[src/rtl/result_packet_encoder.sv]
// Serialises one latched mining result as a framed byte stream:
// sync, status, nonce (LE), optional hash (LE), XOR checksum.
module result_packet_encoder #(
   parameter logic [7:0] SYNC_BYTE  = 8'h5A,
   parameter int         HASH_BYTES = 32
) (
   input  logic                    clk,
   input  logic                    rst,
   input  logic                    start,
   input  logic                    long_mode,
   input  logic                    found,
   input  logic [31:0]             nonce,
   input  logic [HASH_BYTES*8-1:0] hash,
   output logic [7:0]              tx_data,
   output logic                    tx_valid,
   input  logic                    tx_ready,
   output logic                    busy,
   output logic                    packet_done
);

   // Handshake: a byte moves on any cycle with tx_valid && tx_ready; while
   // tx_valid is high and tx_ready low, tx_data and tx_valid hold steady.

   typedef enum logic [2:0] {
      S_IDLE, S_SYNC, S_STATUS, S_NONCE, S_HASH, S_CSUM, S_DONE
   } state_t;

   localparam logic [5:0] NONCE_LAST = 6'd3;
   localparam logic [5:0] HASH_LAST  = 6'(HASH_BYTES - 1);

   state_t                  state, state_nxt;
   logic [5:0]              idx;
   logic                    long_q, found_q;
   logic [31:0]             nonce_q;
   logic [HASH_BYTES*8-1:0] hash_q;
   logic [7:0]              csum_q;
   logic                    xfer;
   logic                    accept;

   assign xfer   = tx_valid && tx_ready;
   assign accept = (state == S_IDLE) && start;

   always_comb begin
      state_nxt = state;
      case (state)
         S_IDLE:   if (start) state_nxt = S_SYNC;
         S_SYNC:   if (xfer)  state_nxt = S_STATUS;
         S_STATUS: if (xfer)  state_nxt = S_NONCE;
         S_NONCE:  if (xfer && idx == NONCE_LAST) state_nxt = long_q ? S_HASH : S_CSUM;
         S_HASH:   if (xfer && idx == HASH_LAST)  state_nxt = S_CSUM;
         S_CSUM:   if (xfer)  state_nxt = S_DONE;
         S_DONE:   state_nxt = S_IDLE;
         default:  state_nxt = S_IDLE;
      endcase
   end

   always_comb begin
      tx_data     = 8'h00;
      tx_valid    = 1'b0;
      busy        = (state != S_IDLE);
      packet_done = (state == S_DONE);
      case (state)
         S_SYNC: begin
            tx_valid = 1'b1;
            tx_data  = SYNC_BYTE;
         end
         S_STATUS: begin
            tx_valid = 1'b1;
            tx_data  = {6'b0, long_q, found_q};
         end
         S_NONCE: begin
            tx_valid = 1'b1;
            tx_data  = nonce_q[{idx[1:0], 3'b000} +: 8];
         end
         S_HASH: begin
            tx_valid = 1'b1;
            tx_data  = hash_q[{idx, 3'b000} +: 8];
         end
         S_CSUM: begin
            tx_valid = 1'b1;
            tx_data  = csum_q;
         end
         default: ;
      endcase
   end

   always_ff @(posedge clk) begin
      if (rst) begin
         state   <= S_IDLE;
         idx     <= '0;
         long_q  <= 1'b0;
         found_q <= 1'b0;
         nonce_q <= '0;
         hash_q  <= '0;
         csum_q  <= '0;
      end else begin
         state <= state_nxt;
         // Index restarts on every state change so each field counts from 0.
         if (state_nxt != state)
            idx <= '0;
         else if (xfer)
            idx <= idx + 6'd1;
         if (accept) begin
            long_q  <= long_mode;
            found_q <= found;
            nonce_q <= nonce;
            hash_q  <= hash;
            csum_q  <= '0;
         end else if (xfer && state != S_CSUM) begin
            csum_q <= csum_q ^ tx_data;
         end
      end
   end

   stall_holds_data: assert property (@(posedge clk) disable iff (rst)
      (tx_valid && !tx_ready) |=> (tx_valid && $stable(tx_data)));
   done_single_pulse: assert property (@(posedge clk) disable iff (rst)
      packet_done |=> !packet_done);

endmodule

[config.mk]
export PLATFORM = sky130hd
export DESIGN_NAME = result_packet_encoder
export DESIGN_NICKNAME = d
export VERILOG_FILES = /design/src/rtl/result_packet_encoder.sv
export SDC_FILE = /design/constraint.sdc
export NUM_CORES = 1
export LEC_CHECK = 0
export CORE_UTILIZATION = 55
export DETAILED_ROUTE_END_ITERATION = 10
export PLACE_DENSITY = 0.86
export SYNTH_ARGS = -nofsm -noshare
export SYNTH_HDL_FRONTEND = slang
export SYNTH_SLANG_ARGS = --single-unit
[constraint.sdc]
create_clock -name clk -period 4.3 [get_ports clk]
set_clock_uncertainty 0.15 [all_clocks]
set_input_delay 0.43 -clock clk [delete_from_list [all_inputs] [get_ports clk]]
set_output_delay 0.43 -clock clk [all_outputs]
set_load 0.02 [all_outputs]
==> flow_summary.toml <==
[critical_path]
r2r_slack_ns = 1.38
required_ns = 3.72
startpoint_type = "flip-flop"
reg2reg_depth = 5
path_class = "flip-flop to output port"
critPathLaunch = "idx[0]"
cp_max_fo = 18
reg2reg_to = "hash_q[133]"
r2r-start = "state[1]"
cp.arrival_ns = 3.67
cp-end-kind = "output port"

[floorplan]
ios = 305
fp.dieW_um = 159
start_util_pct = 56.0
num_rows = 57
die_area_um2 = 25400
coreArea_um2 = 24300
die_h_um = 159

[placement]
port_buffers = 304
place_ws_ns = 0.483
place_congestion = 0.901
dp_hpwl_um = 27000
post_dp_cell_area_um2 = 16500
placedCellCount = 2099

[route]
wire_per_inst_um = 18.3
vias = 12406
vias_per_cell = 5.76
drt_iter0_markers = 1348
ant_nets = 0
routed_wirelength_um = 39300
first_pass_iters = 8
drc = 0

[cells_and_area]
post-route-util_pct = 72.2
layout-drive-gt1-share_pct = 6.02
antenna_cells = 0
area_growth_pct = 28.9
finish.cell_count_without_fillers = 2152
fin_area_um2 = 17500
layout.nets = 2103

[synthesis]
synth_edf_count = 0
yosysSeqAreaShare_pct = 45.2
syn_avg_cell_area_um2 = 8.56
synthTopCellsByArea = "dfxtp_1 (45%), nand2_1 (16%), a21oi_1 (11%)"
synth-seq-cells = 307
ys_warn_count = 0
synth_top_area_share_pct = 45.2
async_flop_share_pct = 0
yosysTopAreaCell = "dfxtp_1"
syn_inst = 1590
netlist_top_cells_count = "nand2_1 (593), dfxtp_1 (307), a21oi_1 (295), clkbuf_1 (87), mux4_1 (43)"
synth_area_um2 = 13600
yosysMostFrequentCell = "nand2_1"
synth_top_flop_cell = "dfxtp_1"
synth_fp_nets = 1885
synth_cell_types = 57

[sta]
final_hold_viol_count = 0
fmax_mhz = 236
setup_slack_ns = 0.0544
tns_ns = 0
worstMarginPinSlew_ns = 0.860
relSlewSlack_pct = 42.6
setup_viol = 0
slew_violations = 0
hold_ws_ns = 0.281
rsz0062_at_grt = "false"
post-route-period-util_pct = 98.7
min_period_ns = 4.25

[clock_tree]
cts_max_path_buffers = 3
clkTransAtPathRegs_ns = 0.06
cts-root-buf = "clkbuf_16"
cts_tree = "built"
clock_latency_ns = 0.55
htreeDepth = 1
cts_sinks = 307
cts-buffers-inserted = 30
hold_buffers = 0

[grt]
antenna_found_initial = 0
grt_max_degree = 172
track_usage_pct = 30.2
grt_pass1_vias = 11964
grt_overflow = 0
grt_pass1_wl_um = 61300

[power_and_ir_drop]
ir_drop_v = 0.000321
power_density_nw_per_um2 = 384
p_leak_nw = 6.44
finalPower_mw = 6.74

[worst_hold_path]
min_to = "hash_q[122]"
min_from = "hash[122]"
hp-class = "primary input to flip-flop"
hold_depth = 3

[run]
max_cap_viol_count = 0

[status]
outcome = "finished, final reports clean"
## cells by family (layout without fill, tap and decap cells)
| kind of cell | Yosys count | in the layout | synth area share [%] |
|---|---|---|---|
| AND/OR/NAND/NOR | 686 | 686 | 20.3 |
| buffers and inverters | 134 | 372 | 5.17 |
| adder cells (fa/ha/maj) | 1 | 1 | 0.0919 |
| XOR/XNOR | 9 | 9 | 0.579 |
| AO/OA/AOI/OAI | 353 | 353 | 14.1 |
| multiplexers | 100 | 100 | 14.6 |
| flip-flops | 307 | 307 | 45.2 |
## worst max-delay path: stages, from the launching register on
cell	delay (ns)
dfxtp_4	0.59
mux4_1	0.66
mux2i_1	0.22
nor2_1	0.06
a211oi_1	0.59
o21ai_0	0.36
clkdlybuf4s50_1	0.63
## cell type report
type / instances / area [um^2]
Multi-Input combinational cell: 1149 / 6790
Fill cell: 1764 / 6770
Sequential cell: 307 / 6150
Timing Repair Buffer: 316 / 3220
Clock buffer: 47 / 936
Tap cell: 324 / 405
Clock inverter: 5 / 28.8
Inverter: 4 / 15.0
## state kept, by name (all words and copies together), names as in the netlist
name and count:
found_q 1, hash_q 256, csum_q 8, long_q 1, nonce_q 32, idx 6, state 3
## repair_timing
action	in CTS	in global routing
resized for setup	2	0
endpoints found under the hold margin	0	0
setup buffers	0	1
setup endpoints to repair	2	3
## metal layers
layer  track usage (%)  share of wire (%)  vias up
met1              38.0                 39     5840
li1                  -                  -     5876
met5                 0                  0        -
met4              12.7                4.1        0
met2              51.6                 49      586
met3              4.74                7.7      104
## how the worst max path moves through the flow
| stage | slack (ns) | cells after the start | endpoint |
|---|---|---|---|
| after floorplan | 1.63 | 6 | tx_data[0] |
| after global placement | 0.53 | 6 | tx_data[1] |
| after detailed placement | 0.48 | 6 | tx_data[1] |
| after CTS | 0.006 | 6 | tx_data[4] |
| after global routing | 0.07 | 6 | tx_data[0] |
| final | 0.05 | 6 | tx_data[4] |
## power by group
| group | total, mW | switching, mW | internal, mW | leakage, nW |
|---|---|---|---|---|
| clock | 2.55 | 1.07 | 1.48 | 0.481 |
| combinational | 1.02 | 0.524 | 0.499 | 3.44 |
| sequential | 3.16 | 0.122 | 3.04 | 2.52 |
| total | 6.74 | 1.71 | 5.02 | 6.44 |
## cell usage in the layout (no fill, tap or decap), drive strengths merged, types with 11 or more instances in the layout
cell type	n
nor2	32
a21oi	295
dfxtp	307
a22o	11
clkdlybuf4s50	303
o21ai	15
buf	12
clkbuf	48
nand2	593
mux2i	26
mux4	65
Note: power is estimated with default switching activity, not from simulation.
